`config.mk`:
```
export PLATFORM = sky130hd
export DESIGN_NAME = logistic_key_xor
export DESIGN_NICKNAME = d
export VERILOG_FILES = /design/src/rtl/logistic_key_xor.sv
export SDC_FILE = /design/constraint.sdc
export NUM_CORES = 1
export LEC_CHECK = 0
export BUFFER_PORTS_ARGS = -buffer_cell sky130_fd_sc_hd__clkbuf_2
export CAP_MARGIN = 10
export CORE_ASPECT_RATIO = 0.7
export CORE_MARGIN = 1.5
export CORE_UTILIZATION = 50
export CTS_CLUSTER_SIZE = 20
export DETAILED_ROUTE_END_ITERATION = 12
export PLACE_DENSITY = 0.74
export SETUP_SLACK_MARGIN = 0.5
export SLEW_MARGIN = 10
export SYNTH_ARGS = -nofsm -noshare
export SYNTH_HDL_FRONTEND = slang
export SYNTH_SLANG_ARGS = --single-unit
```
`constraint.sdc`:
```
create_clock -name clk -period 3.45 [get_ports clk]
set_clock_uncertainty 0.05 [all_clocks]
set_input_delay 0.345 -clock clk [delete_from_list [all_inputs] [get_ports clk]]
set_output_delay 0.345 -clock clk [all_outputs]
set_load 0.05 [all_outputs]
```
`src/rtl/logistic_key_xor.sv`:
```
// logistic_key_xor: turns IEEE-754 logistic-map values in [0,1) into key
// bytes (Q0.24 fraction, bits [15:8]), buffers them in a small FIFO, and
// XORs them one-for-one onto a valid/ready byte stream. The same block
// encrypts and decrypts.
module logistic_key_xor #(
  parameter int DEPTH = 4
) (
  input  logic        clk,
  input  logic        rst_n,
  input  logic        val_valid,
  input  logic [31:0] val_data,
  output logic        val_ready,
  input  logic        din_valid,
  input  logic [7:0]  din,
  output logic        din_ready,
  output logic        dout_valid,
  output logic [7:0]  dout,
  input  logic        dout_ready,
  output logic [4:0]  key_count,
  output logic [15:0] byte_count,
  output logic        fmt_err
);

  localparam int          AW   = (DEPTH > 1) ? $clog2(DEPTH) : 1;
  localparam logic [4:0]  FULL = 5'(DEPTH);

  // Float -> Q0.24 with saturation at 1.0 and flush of tiny/negative values;
  // only bits [15:8] of the fraction become the key byte.
  function automatic logic [7:0] f32_to_key(input logic [31:0] v);
    logic [7:0]  e;
    logic [23:0] m;
    logic [7:0]  sh;
    logic [23:0] frac;
    e    = v[30:23];
    m    = {1'b1, v[22:0]};
    sh   = 8'd126 - e;
    frac = 24'h000000;
    if (v[31]) begin
      frac = 24'h000000;
    end else if (e >= 8'd127) begin
      frac = 24'hFFFFFF;
    end else if (e <= 8'd102) begin
      frac = 24'h000000;
    end else begin
      frac = m >> sh;
    end
    f32_to_key = frac[15:8];
  endfunction

  // Negative numbers and Inf/NaN encodings are not legal logistic values.
  function automatic logic f32_bad(input logic [31:0] v);
    f32_bad = v[31] | (v[30:23] == 8'hFF);
  endfunction

  logic [7:0]    fifo_mem [DEPTH];
  logic [AW-1:0] wr_ptr;
  logic [AW-1:0] rd_ptr;
  logic [4:0]    cnt;
  logic [7:0]    key_p0;
  logic          bad_p0;
  logic [7:0]    dout_p1;
  logic          vld_p1;
  logic [15:0]   bcnt;
  logic          err;
  logic          push;
  logic          pop;
  logic          out_hs;

  // ---- p0: value conversion and handshake decode (combinational)
  assign key_p0    = f32_to_key(val_data);
  assign bad_p0    = f32_bad(val_data);
  assign val_ready = rst_n & (cnt != FULL);
  assign din_ready = (cnt != 5'd0) & (~vld_p1 | dout_ready);
  assign push      = val_valid & val_ready;
  assign pop       = din_valid & din_ready;
  assign out_hs    = vld_p1 & dout_ready;

  // Key storage: payload only, so no reset on the array.
  always_ff @(posedge clk) begin
    if (push) begin
      fifo_mem[wr_ptr] <= key_p0;
    end
  end

  // FIFO pointers and occupancy; push and pop in one cycle leave count as is.
  always_ff @(posedge clk or negedge rst_n) begin
    if (!rst_n) begin
      wr_ptr <= '0;
      rd_ptr <= '0;
      cnt    <= 5'd0;
    end else begin
      if (push) begin
        wr_ptr <= wr_ptr + AW'(1);
      end
      if (pop) begin
        rd_ptr <= rd_ptr + AW'(1);
      end
      case ({push, pop})
        2'b10:   cnt <= cnt + 5'd1;
        2'b01:   cnt <= cnt - 5'd1;
        default: cnt <= cnt;
      endcase
    end
  end

  // ---- p1: registered ciphertext byte, held until downstream takes it
  always_ff @(posedge clk or negedge rst_n) begin
    if (!rst_n) begin
      dout_p1 <= 8'h00;
      vld_p1  <= 1'b0;
    end else if (pop) begin
      dout_p1 <= din ^ fifo_mem[rd_ptr];
      vld_p1  <= 1'b1;
    end else if (out_hs) begin
      vld_p1  <= 1'b0;
    end
  end

  // Emitted-byte counter (wraps) and sticky format-error flag.
  always_ff @(posedge clk or negedge rst_n) begin
    if (!rst_n) begin
      bcnt <= 16'h0000;
      err  <= 1'b0;
    end else begin
      if (out_hs) begin
        bcnt <= bcnt + 16'h0001;
      end
      if (push && bad_p0) begin
        err <= 1'b1;
      end
    end
  end

  assign dout       = dout_p1;
  assign dout_valid = vld_p1;
  assign key_count  = cnt;
  assign byte_count = bcnt;
  assign fmt_err    = err;

endmodule

```
---- Yosys cells after proc, flatten, opt, wreduce, memory -nomap -nowiden ----
Memories as Yosys holds them, arrays and structs flattened.
Cells that the tools add are included.
word-level totals
  register bits ........................... 35
  bits in writable memories ............... 32
  input port bits ......................... 45
  output and inout bits ................... 33
  logic and storage cells ................. 42
  memories kept ........................... 1
memory list
  name      depth  bits a word  read ports  clocked after Yosys merged registers in  wr ports  line  text
  fifo_mem  4      8            1           0                                        1         55    logic [7:0] fifo_mem [DEPTH];
cells by class
  add/subtract/negate cells ............... 6
  $lt $le $gt $ge ......................... 2
  eq/ne operators ......................... 4
  shift operators ......................... 1
  multiplexer cells ....................... 8
  bitwise operators ....................... 9
  reduce and logical (&&, ||, !) cells .... 4
operators with widths
  kind                     count
  $mux W16                 3
  $shr A24 B8 Y16          1
  $add A16 B1 Y16 const B  1
  $pmux W5 S2              1
  $eq A8 B8 Y1 const B     1
  $ge A8 B7 Y1 const B     1
  $le A8 B7 Y1 const B     1
  $sub A7 B8 Y8 const A    1
  $xor A8 B8 Y8            1
  $add A5 B1 Y5 const B    1
  $and A1 B1 Y1            5
  $ne A5 B3 Y1 const B     1
  $reduce_bool A5 Y1       1
  $sub A5 B1 Y5 const B    1
  $add A2 B1 Y2 const B    2
  $mux W1                  4
  $reduce_bool A2 Y1       2
  $eq A2 B1 Y1 const B     1
  $eq A2 B2 Y1 const B     1
  $or A1 B1 Y1             2
  $logic_and A1 B1 Y1      1
  $not A1 Y1               1

---- Longest topological paths before layout ----
Gate-level depths: netlist of the first run.
  depth after elaboration ................. 6
  depth in mapped cells ................... 12
  mapped depth without buffers ............ 12

---- Worst setup path before layout of the first run ----
Ideal clock, no wire load.
  path type ............................... flip-flop to flip-flop
  start ................................... register cnt[1], in the netlist key_count[1]
  end ..................................... register cnt[4], in the netlist key_count[4]
  setup time .............................. 82 ps
  arrival ................................. 3265 ps
  required time ........................... 3318 ps
  slack ................................... 53 ps
  cell stages (with the launch flop) ...... 13
  path through ............................ dfrtp_1 or4_1 o21a_1 and2_1 inv_1 ha_1 inv_1 fa_1 nor2b_1 o21ai_0 and3_1 nor3_1 xor2_1
between the ends
  longest elaborated chain between the ends .. 5
  elaborated cells between the ends (all ways) .. 12
  those cells by class .................... 2 x add/sub; 3 x eq/ne; 1 x mux; 4 x bitwise; 2 x reduce/logical
ends and longest elaborated chain
  what                                               line  text
  from (decl)                                        58    logic [4:0] cnt;
  from (signal assigned)                             99    2'b10: cnt <= cnt + 5'd1;
  from (signal assigned)                             100   2'b01: cnt <= cnt - 5'd1;
  from (signal assigned)                             101   default: cnt <= cnt;
  $ne A5 B3 Y1 *                                     72    assign val_ready = rst_n & (cnt != FULL);
  $and A1 B1 Y1 *                                    72
  named net val_ready                                12    output logic val_ready,
  $and A1 B1 Y1 *                                    74    assign push = val_valid & val_ready;
  $eq A2 B1 Y1 or $eq A2 B2 Y1 (tied branches)       98    case ({push, pop})
  $pmux W5 S2 or $reduce_bool A2 Y1 (tied branches)  n/a
The timed path passes the listed nets; every way through them passes the cells marked *.
A chain may end at the register's enable or synchronous reset.

---- Worst setup path after layout of the first run ----
  start ................................... register cnt[4], in the netlist key_count[4]
  end ..................................... register cnt[4], in the netlist key_count[4]
between the ends
  longest elaborated chain between the ends .. 5
  elaborated cells between the ends (all ways) .. 12
  those cells by class .................... 2 x add/sub; 3 x eq/ne; 1 x mux; 4 x bitwise; 2 x reduce/logical
ends and longest elaborated chain
  what                                                line
  $ne A5 B3 Y1 or $reduce_bool A5 Y1 (tied branches)  72, 73
  $and A1 B1 Y1 (on tied branches)                    72, 73
  $and A1 B1 Y1 (on tied branches)                    74, 75
  $eq A2 B1 Y1 or $eq A2 B2 Y1 (tied branches)        98
  $pmux W5 S2 or $reduce_bool A2 Y1 (tied branches)   n/a
Parallel ways exist; a longest one is shown, timed or not.

==> impl_results.md, run 1 <==
* CP arrival at ~3.0 ns
* Clk_lat worst skew at roughly 0.34 ns
* Post-route cell area at around 0.0044 mm^2
* Row count at 25
* CTS sink cnt at 67
* Die Width at between 100 and 150 um
* Final WS setup at around 0.65 ns
* CTS tree: done
* Final core occ at roughly 63%
* Yosys top cell area share at a little over a quarter
* DR vias at 2514
* Sw Share at approximately 40%
* Setup TNS at 0 ns
* DR iter-0 viols at ~150
* Startpoint Class: register
* Cells after Synth at about 290
* Min cycle time layout at 2.80 ns
* Initial core utilization at a little over half
* Total power divided by cell area at 737 mW/mm^2
* Synth cell count leaders: dfrtp_1 (35), edfxtp_1 (32), xnor2_1 (25)
* Worst min-delay path class: input pin to asynchronous set/reset pin
* Relative slew slack at approximately half
* Syn avg cell area at roughly 13 um^2
* Internal at 0.00192 W
* Total grt overflow at 0
* Worst hold margin at 0.0631 ns
* Combinational share of power at between 40% and 50%
* Final net count at roughly 420
* Reg-to-reg endpoint: key_count[4]$_DFFE_PN0P_
* Final max-slew violation count at 0
* Sequential power share at a little under two fifths
* Period utilization at just over 80%
* Synthesized flop and latch total at 67
* Largest area contributor in the netlist: edfxtp_1
* Core Area at roughly 0.007 mm^2
* IO Port Bufs at between 60 and 70
* Largest net degree at the start of global routing at 36
* Max Clock Freq at 357 MHz
* Share of layout cells above drive strength 1 at about a third
* Placed instance area at a little over 0.004 mm^2
* Fill cell count at 535
* Clock buffer depth at 2
* WS Path Type: register to register
* Vias in the first global route at around 2400
* CP endpoint kind: register
* Peak supply drop at 296 uV
* Gr usage total at 19.8%
* Routed Antenna Nets at 0
* Synth-to-Final Area Change at 19.9%
* HPWL after DPL at 5.60 mm
* RSZ-0062 raised after global routing: false
* Net Count, Synth at 347
* Synthesized area at about 0.0036 mm^2
* Net switching power at between 0.001 and 0.0015 W
* Post-synthesis sequential area ratio at 50.3%
* Worst reg2reg path depth at 12
* Status: completed
* Netlist cell types at 52
* P_leak at 1.85 nW
* Routability Congestion at around 0.86
* # H-tree levels at 3
* Synth top area cells: edfxtp_1 (26%), dfrtp_1 (24%), mux4_2 (7.4%)
* IO Count at slightly below 80
* Die area at 0.00783 mm^2
* DR vias/cell at 5.41
* DRT Pass-1 Iters at 4
* Die height at approximately 74 um
* Routed len/inst at approximately 16 um
* Clock share of power at ~22%
* Max Cap Viol at 0
* CP Data Required Time at roughly 3.7 ns
* Asr flop ratio synth at between 50% and 60%
* Antenna violations before repair at 0
* Top_reg_cell synth: dfrtp_1
* Clock-pin slew on the worst setup and hold paths at ~0.08 ns
* DRC violations left at 0
* Final Hold Vio Count at 0
* First-pass GRT wire length at roughly 12 mm
* Slack of the worst reg-to-reg path at roughly 0.65 ns
* Crit Path Max Fanout at 6
* # setup viols final at 0
* Most common cell in the netlist: dfrtp_1
* TritonCTS buffer count at 9
* Number of synthesized flops with an enable pin at 32
* Worst Tran Pin Value at 0.727 ns
* Final wirelength at 7.26 mm
* Place WS at around 0.54 ns
* Ys Warns at 0
* Antenna diodes at 0
* Root buffer cell: clkbuf_8
* FF-to-FF Start: key_count[4]$_DFFE_PN0P_
registers in the layout, summed over array words and instances (netlist names):
| name | cells |
|---|---|
| key_count | 5 |
| dout | 8 |
| rd_ptr | 2 |
| fmt_err | 1 |
| byte_count | 16 |
| wr_ptr | 2 |
| dout_valid | 1 |
| fifo_mem | 32 |
layer usage:
metal | GRT usage (%) | wire length [um] | up-vias
li1 | - | - | 1234
met1 | 27.4 | 3330 | 1202
met4 | 7.00 | 67 | 0
met3 | 5.61 | 416 | 6
met2 | 30.4 | 3450 | 72
met5 | 0 | 0 | -
layout make-up:
type	count	area, um^2	share of cell area, %
Timing Repair Buffer	74	383	8.75
Tap cell	94	118	2.69
Clock buffer	11	174	3.97
Inverter	10	37.5	0.858
Multi-Input combinational cell	204	1770	40.4
Clock inverter	5	55.1	1.26
Sequential cell	67	1840	42.1
timing repair:
action / in CTS / in global routing
buffers inserted: 0 / 2
hold buffers: 0 / 0
setup endpoints to repair: 0 / 1
gates resized for setup: 0 / 2
cell usage in the layout (no fill, tap or decap), types with 3 or more instances in the layout:
cell        n
ha_1       11
mux2_2      3
nor2_1     13
dfrtp_1    32
clkbuf_2   69
nand2_1    23
clkbuf_8    9
mux4_2     12
o21ai_0    11
inv_2       3
dfrtp_2     3
mux2i_1     6
mux2_1      5
o21ai_1     6
a2111oi_0   3
xnor2_1    25
nor3_1     11
nand3_1     8
inv_1       7
and3_1      8
xor2_1      7
buf_4       5
nand4_1     4
a21oi_1     9
mux4_1      3
edfxtp_1   32
cell families (layout without fill, tap and decap cells):
family                     count (synthesis)  count (layout)  share of synthesized area, %
AOI/OAI and AO/OA                         45              45                          8.30
xor gates and xnor gates                  35              35                          9.02
adders and majority gates                 13              13                          4.66
buffers and inverters                     18             100                          2.57
DFF                                       67              67                          50.3
muxes                                     29              29                          13.7
and+or+nand+nor                           82              82                          11.4
worst max-delay path, stage by stage (launching register included):
cell and delay (ns):
dfrtp_2 0.40, or4_4 0.55, o21a_4 0.23, and2_4 0.15
inv_2 0.07, ha_4 0.14, inv_2 0.05, fa_2 0.37
nor2b_1 0.11, o21ai_1 0.08, and3_1 0.15, nor3_2 0.20
xor2_1 0.16
per-stage QoR:
stage,instances,power (W)
4_1_cts,463,0.00323
5_1_grt,465,0.00340
6_report,465,0.00322
3_3_place_gp,447,0.00246
2_1_floorplan,289,0.00220
3_5_place_dp,447,0.00251
power groups by stage:
stage	registers (W)	clock network (W)	logic, W
after floorplan	0.00153	0	0.000666
after global placement	0.00122	0	0.00125
after detailed placement	0.00123	0	0.00128
after CTS	0.00121	0.000733	0.00129
after global routing	0.00123	0.000760	0.00141
final	0.00120	0.000715	0.00131
worst max-delay path by stage:
stage	startpoint	cells past startpoint	slack (ns)	end
3_5_place_dp	key_count[0]$_DFFE_PN0P_	11	0.54	key_count[4]$_DFFE_PN0P_
6_report	key_count[4]$_DFFE_PN0P_	12	0.65	key_count[4]$_DFFE_PN0P_
4_1_cts	key_count[0]$_DFFE_PN0P_	11	0.53	key_count[4]$_DFFE_PN0P_
2_1_floorplan	key_count[4]$_DFFE_PN0P_	12	0.53	key_count[4]$_DFFE_PN0P_
3_3_place_gp	key_count[0]$_DFFE_PN0P_	11	0.58	key_count[4]$_DFFE_PN0P_
5_1_grt	key_count[1]$_DFFE_PN0P_	11	0.50	key_count[4]$_DFFE_PN0P_
Note: power is estimated with default switching activity, not from simulation.
==> inputs of run 2 (changes only) <==
ABC_AREA = 1   (was default)
PLACE_DENSITY = 0.76   (was 0.74)
clock period = 2.35 ns   (was 3.45 ns; I/O delays follow)
==> run 2 against run 1 <==
  * The flow now finishes with violations (setup timing)
  * Power is 66% higher
  * Global-route usage up 3.4 points
  * Sequential share of layout area down 7.2 points
  * Sequential power rose by 43%
  * Area after synthesis increased by 8.5%
  * Count of clock-buffer cells in the layout is 2 lower
  * Die area increased by 8.2%
  * Largest cell class is now multi-input combinational cells
==> impl_results.md, run 2 <==
* Ys Warns at 0 (unchanged)
* FF-to-FF Start: key_count[0]$_DFFE_PN0P_
* IO Port Bufs at 69 (unchanged)
* Peak supply drop at 819 uV (+180%)
* Status: finished, violations left
* Final net count at 615 (+45%)
* Relative slew slack at 56.5% (+5.3 points)
* Slack of the worst reg-to-reg path at -0.03 ns (-0.68 ns)
* Synth cell count leaders: nand2_1 (78), nand3_1 (59), nor2_1 (47)
* Netlist cell types at 34 (-35%)
* Routed Antenna Nets at 0 (unchanged)
* Crit path depth at 16 (+4)
* Worst min-delay path class: input pin to register
* DR vias at 3757 (+49%)
* Row count at 26 (+4.0%)
* Most common cell in the netlist: nand2_1
* Synthesized flop and latch total at 67 (unchanged)
* Total power divided by cell area at 1010 mW/mm^2 (+37%)
* Antenna diodes at 0 (unchanged)
* HPWL after DPL at 6.61 mm (+18%)
* Placed Cells at 621 (+39%)
* Failing checks: setup timing
* Largest net degree at the start of global routing at 36 (unchanged)
* Crit Path Max Fanout at 4 (-2)
* TritonCTS buffer count at 9 (unchanged)
* Final core occ at 70.7% (+7.4 points)
* Post-synthesis sequential area ratio at 46.4% (-4.0 points)
* First-pass GRT wire length at 15.3 mm (+30%)
* CP Data Required Time at 2.54 ns (-1.12 ns)
* Worst hold margin at 0.154 ns (+0.0914 ns)
* Root buffer cell: clkbuf_16
* IO Count at 78 (unchanged)
* Max Cap Viol at 0 (unchanged)
* Clock buffer depth at 2 (unchanged)
* Crit-path max cell delay at 0.42 ns (-0.13 ns)
* Final max-slew violation count at 0 (unchanged)
* Top_reg_cell synth: dfrtp_1
* Die height at 77.5 um (+4.0%)
* WP buf/inv at 3 (+1)
* DRC violations left at 0 (unchanged)
* Routability Congestion at 0.896 (+4.3%)
* Hold Startpoint: din[5]
* DRT Pass-1 Iters at 7 (+3)
* Largest area contributor in the netlist: edfxtp_1
* Syn avg cell area at 8.57 um^2 (-32%)
* CP arrival at 2.57 ns (-0.44 ns)
* Asr flop ratio synth at 52.2% (unchanged)
* Final WS setup at -0.0269 ns (-0.675 ns)
* Synthesized area at 0.00396 mm^2 (+8.5%)
* P_leak at 2.37 nW (+29%)
* Min cycle time layout at 2.38 ns (-0.425 ns)
* Clk_lat worst skew at 0.33 ns (about the same)
* Commonest cells after routing, fill and taps aside: nand2_1 (67), clkbuf_2 (64), nand3_1 (49)
* Total grt overflow at 0 (unchanged)
* Startpoint Class: register
* CTS tree: done
* # setup viols final at 1 (+1)
* Max reg flops at 32 (unchanged)
* Non-Filler Instances at 660 (+42%)
* Number of synthesized flops with an enable pin at 32 (unchanged)
* Placed instance area at 0.00449 mm^2 (+8.8%)
* Worst reg2reg path depth at 16 (+4)
* Post-route cell area at 0.00529 mm^2 (+21%)
* Vias in the first global route at 3314 (+36%)
* Setup TNS at -0.0269 ns (-0.0269 ns)
* Gr usage total at 23.1% (+3.4 points)
* Share of layout cells above drive strength 1 at 35.1% (+0.28 points)
* Worst path cell trace: nor2_4 -> nand3_2 -> o21ai_2 -> inv_2 -> nand2_4 -> ha_4 -> inv_4 -> fa_2 -> inv_2 -> a21oi_2 -> nor2_1 -> nor2_1 -> nand2_1 -> nand2_1 -> nor2_2 -> xor2_1
* Crit. Startpoint: key_count[0]$_DFFE_PN0P_
* Die area at 0.00847 mm^2 (+8.2%)
* WS Path Type: register to register
* Final wirelength at 10.5 mm (+44%)
* Synth-to-Final Area Change at 33.6%
* Worst Tran Pin Value at 0.651 ns (-0.0753 ns)
* Biggest register: fifo_mem
* Net Count, Synth at 520 (+50%)
* Routed len/inst at 15.8 um (+1.4%)
* CP endpoint kind: register
* Synth top area cells: edfxtp_1 (24%), dfrtp_1 (22%), nand3_1 (7.5%)
* DR iter-0 viols at 274 (+78%)
* # H-tree levels at 3 (unchanged)
* CTS sink cnt at 67 (unchanged)
* Yosys top cell area share at 24.3% (-2.1 points)
* Top delay family on crit path: simple AND/OR/NAND/NOR gates
* Max Clock Freq at 421 MHz (+18%)
* Cells after Synth at 462 (+60%)
* Hold path cells at 3
* Antenna violations before repair at 0 (unchanged)
* Commonest non-fill, non-tap cell in the layout: nand2_1
* Final Hold Vio Count at 0 (unchanged)
* Slowest cell on the critical path: dfrtp_2
* RSZ-0062 raised after global routing: true
* Period utilization at 101% (+20 points)
* Die Width at 109 um (+4.1%)
* Initial core utilization at 52.9% (+0.15 points)
* Clock-pin slew on the worst setup and hold paths at 0.06 ns (-0.02 ns)
* DR vias/cell at 5.69 (+5.3%)
* Core Area at 0.00748 mm^2 (+8.2%)
run 2: changes by cell type in the layout (fill, tap and decap cells not counted), moves of 12 or more:
cell     change
inv_1       +26
nand2_1     +44
nor2_1      +25
nand3_1     +41
nand4_1     +21
mux4_2      -12
o21ai_0     +14
buf_4       +20
run 2: per-stage QoR:
step,total power (W),setup WS [ns]
after CTS,0.00518,0.123
after global placement,0.00370,0.0607
final,0.00534,-0.0269
after detailed placement,0.00377,-0.0222
after global routing,0.00563,-0.106
after floorplan,0.00326,-0.177
run 2: path summary, 6_finish.rpt:
check / endpoint
setup reg to reg: key_count[4]$_DFFE_PN0P_
max in group asynchronous: byte_count[0]$_DFFE_PN0P_
hold / removal: dout[5]$_DFFE_PN0P_
hold reg to reg: byte_count[15]$_DFFE_PN0P_
min in group asynchronous: rd_ptr[1]$_DFFE_PN0P_
setup / recovery: key_count[4]$_DFFE_PN0P_
run 2: cells by family (layout without fill, tap and decap cells):
logic type / after synthesis / in the layout / synth area share [%]
flops: 67 / 67 / 46.4
buf+inv: 62 / 161 / 6.95
xor+xnor: 30 / 30 / 6.82
fa+ha+maj: 13 / 13 / 4.30
simple gates: 228 / 229 / 27.1
compound gates: 62 / 62 / 8.47
run 2: metal layers:
metal / vias up / wire length [um] / GRT usage (%)
li1: 1776 / - / -
met1: 1766 / 4380 / 31.8
met2: 188 / 4960 / 36.8
met3: 27 / 964 / 5.29
met4: 0 / 144 / 5.97
met5: - / 0 / 0
run 2: cell type report:
cell class                      count  area, um^2
Timing Repair Buffer              101         691
Clock buffer                        9         225
Clock inverter                      7        68.8
Tap cell                           98         123
Sequential cell                    67        1850
Fill cell                         538        2190
Multi-Input combinational cell    334        2160
Inverter                           44         178
run 2: worst register-to-register path: stages (launching register included):
cell     delay [ns]
dfrtp_2        0.42
nor2_4         0.15
nand3_2        0.11
o21ai_2        0.17
inv_2          0.09
nand2_4        0.08
ha_4           0.18
inv_4          0.05
fa_2           0.34
inv_2          0.09
a21oi_2        0.05
nor2_1         0.08
nor2_1         0.06
nand2_1        0.05
nand2_1        0.05
nor2_2         0.12
xor2_1         0.16
run 2: power breakdown:
part	switching [W]	internal, W	leakage, nW	total [W]
sequential	0.000218	0.00150	0.711	0.00172
clock	0.000492	0.000816	0.141	0.00131
combinational	0.00156	0.000751	1.52	0.00232
run 2: timing repair:
action / 4_1_cts / 5_1_grt
gates resized for setup: 15 / 68
setup buffers: 6 / 12
pin swaps: 9 / 44
gates cloned: 0 / 4
hold endpoints to repair: 35 / 0
hold buffers: 1 / 0
setup endpoints to repair: 59 / 47
==> inputs of run 3 (changes only) <==
CTS_BUF_LIST = sky130_fd_sc_hd__clkbuf_4 sky130_fd_sc_hd__clkbuf_8   (was default)
==> run 3 against run 2 <==
  * Register-to-register slack improved by 0.03 ns
  * Cell count fell by 0.15%
  * Flip-flop and latch count did not move
  * Final area fell by 2.1%
  * Via count fell by 0.43%
  * First-iteration DRC count rose by 0.73%
  * The run now ends clean
  * Sequential share of layout area rose by 0.73 points
  * Hold slack got worse by 0.026 ns
  * Setup slack improved by 0.031 ns
  * Sequential power barely moved
  * Fmax rose by 1.3%
  * Wire length fell by 1.9%
==> impl_results.md, run 3 (synthesis gave the netlist of run 2 again) <==
* Synth-to-Final Area Change at 30.8%
* CP arrival at 2.56 ns (about the same)
* # H-tree levels at 3 (unchanged)
* Row count at 26 (unchanged)
* Period utilization at 99.8% (-1.3 points)
* TritonCTS buffer count at 9 (unchanged)
* Min cycle time layout at 2.35 ns (-0.0310 ns)
* RSZ-0062 raised after global routing: true
* Final max-slew violation count at 0 (unchanged)
* Die Width at 109 um (unchanged)
* Root buffer cell: clkbuf_8
* Relative slew slack at 64.1% (+7.6 points)
* Crit. Startpoint: key_count[0]$_DFFE_PN0P_
* Clk_lat worst skew at 0.35 ns (+0.02 ns)
* Final WS setup at 0.00410 ns (+0.0310 ns)
* Non-Filler Instances at 659 (-0.15%)
* Die area at 0.00847 mm^2 (unchanged)
* Max Cap Viol at 0 (unchanged)
* CP endpoint kind: register
* Place WS at -0.0222 ns (unchanged)
* Status: completed
* Fill cell count at 562 (+4.5%)
* Final net count at 614 (-0.16%)
* Final Hold Vio Count at 0 (unchanged)
* Gr usage total at 23.1% (about the same)
* Reg-to-reg endpoint: key_count[4]$_DFFE_PN0P_
* Worst min-delay path class: input pin to register
* Core Area at 0.00748 mm^2 (unchanged)
* DR iter-0 viols at 276 (+0.73%)
* Vias in the first global route at 3302 (-0.36%)
* IO Count at 78 (unchanged)
* Crit Path Max Fanout at 4 (unchanged)
* Setup TNS at 0 ns (+0.0269 ns)
* Share of layout cells above drive strength 1 at 34.6% (-0.47 points)
* FF-to-FF Start: key_count[0]$_DFFE_PN0P_
* Slack of the worst reg-to-reg path at 0.004 ns (+0.03 ns)
* Antenna violations before repair at 0 (unchanged)
* Worst setup path endpoint: key_count[4]$_DFFE_PN0P_
* IO Port Bufs at 69 (unchanged)
* DRC violations left at 0 (unchanged)
* Clock buffer depth at 2 (unchanged)
* Hold Startpoint: din[1]
* P_leak at 2.33 nW (-2.1%)
* Worst reg2reg path depth at 16 (unchanged)
* Worst Tran Pin Value at 0.537 ns (-0.114 ns)
* Clock-pin slew on the worst setup and hold paths at 0.08 ns (+0.02 ns)
* DR vias at 3741 (-0.43%)
* Seq. cell area at 0.00185 mm^2 (unchanged)
* Antenna diodes at 0 (unchanged)
* Max Clock Freq at 426 MHz (+1.3%)
* Biggest register: fifo_mem
* CP Data Required Time at 2.57 ns (+0.03 ns)
* CTS tree: done
* DRT Pass-1 Iters at 5 (-2)
* DR vias/cell at 5.68 (-0.27%)
* # setup viols final at 0 (-1)
* Final wirelength at 10.3 mm (-1.9%)
* Startpoint Class: register
* HPWL after DPL at 6.61 mm (unchanged)
* Die height at 77.5 um (unchanged)
* Largest net degree at the start of global routing at 36 (unchanged)
* Max reg flops at 32 (unchanged)
* Footprint of the multi-input gates at 0.00216 mm^2 (unchanged)
* First-pass GRT wire length at 15.2 mm (-0.72%)
* Total power divided by cell area at 974 mW/mm^2 (-3.5%)
* Placed Cells at 621 (unchanged)
* WS Path Type: register to register
* Routability Congestion at 0.896 (unchanged)
* Routed len/inst at 15.6 um (-1.7%)
* Worst hold margin at 0.129 ns (-0.0259 ns)
* CTS sink cnt at 67 (unchanged)
* Commonest cells after routing, fill and taps aside: nand2_1 (69), clkbuf_2 (64), nand3_1 (51)
* Commonest non-fill, non-tap cell in the layout: nand2_1
* Total grt overflow at 0 (unchanged)
* Initial core utilization at 52.9% (unchanged)
* Peak supply drop at 809 uV (-1.3%)
* Routed Antenna Nets at 0 (unchanged)
run 3: cell count changes in the layout (fill, tap and decap cells not counted), moves of 3 or more:
| cell | previous run | this run |
|---|---|---|
| nand2_2 | 11 | 8 |
| clkbuf_8 | 0 | 9 |
| buf_4 | 25 | 21 |
| clkbuf_16 | 11 | 2 |
run 3: final cells by class:
| class | instances | share of cell area (%) |
|---|---|---|
| Timing Repair Buffer | 99 | 13.2 |
| Clock inverter | 7 | 1.33 |
| Inverter | 44 | 3.43 |
| Clock buffer | 9 | 2.39 |
| Tap cell | 98 | 2.37 |
| Sequential cell | 67 | 35.6 |
| Multi-Input combinational cell | 335 | 41.7 |
run 3: worst min-delay path by stage:
| stage | to | cells past startpoint |
|---|---|---|
| after global placement | dout[2]$_DFFE_PN0P_ | 2 |
| after CTS | dout_valid$_DFFE_PN0P_ | 4 |
| after global routing | dout[6]$_DFFE_PN0P_ | 3 |
| after detailed placement | rd_ptr[1]$_DFFE_PN0P_ | 2 |
| final | dout[1]$_DFFE_PN0P_ | 3 |
| after floorplan | byte_count[0]$_DFFE_PN0P_ | 0 |
run 3: timing repair:
item	CTS	global route
setup buffers	8	8
endpoints found under the hold margin	35	0
gates resized for setup	22	60
hold buffers	1	0
pin swaps	11	42
gates cloned	0	5
endpoints found under the setup margin	44	39
run 3: metrics by stage:
step	power [W]	utilization (%)	instance area, um^2
floorplan	0.00326	-	4080
global placement	0.00370	60.0	4490
detailed placement	0.00377	60.0	4490
CTS	0.00484	64.6	4830
global route	0.00534	69.2	5180
finish	0.00505	69.2	5180
run 3: report_power, final:
part	internal, W	switching, W
registers	0.00150	0.000218
logic	0.000803	0.00159
clock network	0.000485	0.000450
run 3: worst max-delay path, cell delays in order, from the launching register on:
cell and delay [ns]:
dfrtp_2 0.43, nor2_4 0.15, nand3_2 0.08, o21ai_2 0.15, inv_2 0.07, nand2_4 0.07
ha_4 0.18, inv_4 0.05, fa_2 0.36, inv_2 0.08, a21oi_2 0.05, nor2_1 0.09
nor2_1 0.06, nand2_1 0.05, nand2_1 0.05, nor2_2 0.12, xor2_1 0.16
run 3: metal layers:
layer	vias up	share of wire [%]	global-route usage [%]
met3	31	8.5	5.38
met4	0	1.8	7.40
met5	-	0	0
met1	1768	43	30.9
li1	1774	-	-
met2	168	47	37.1
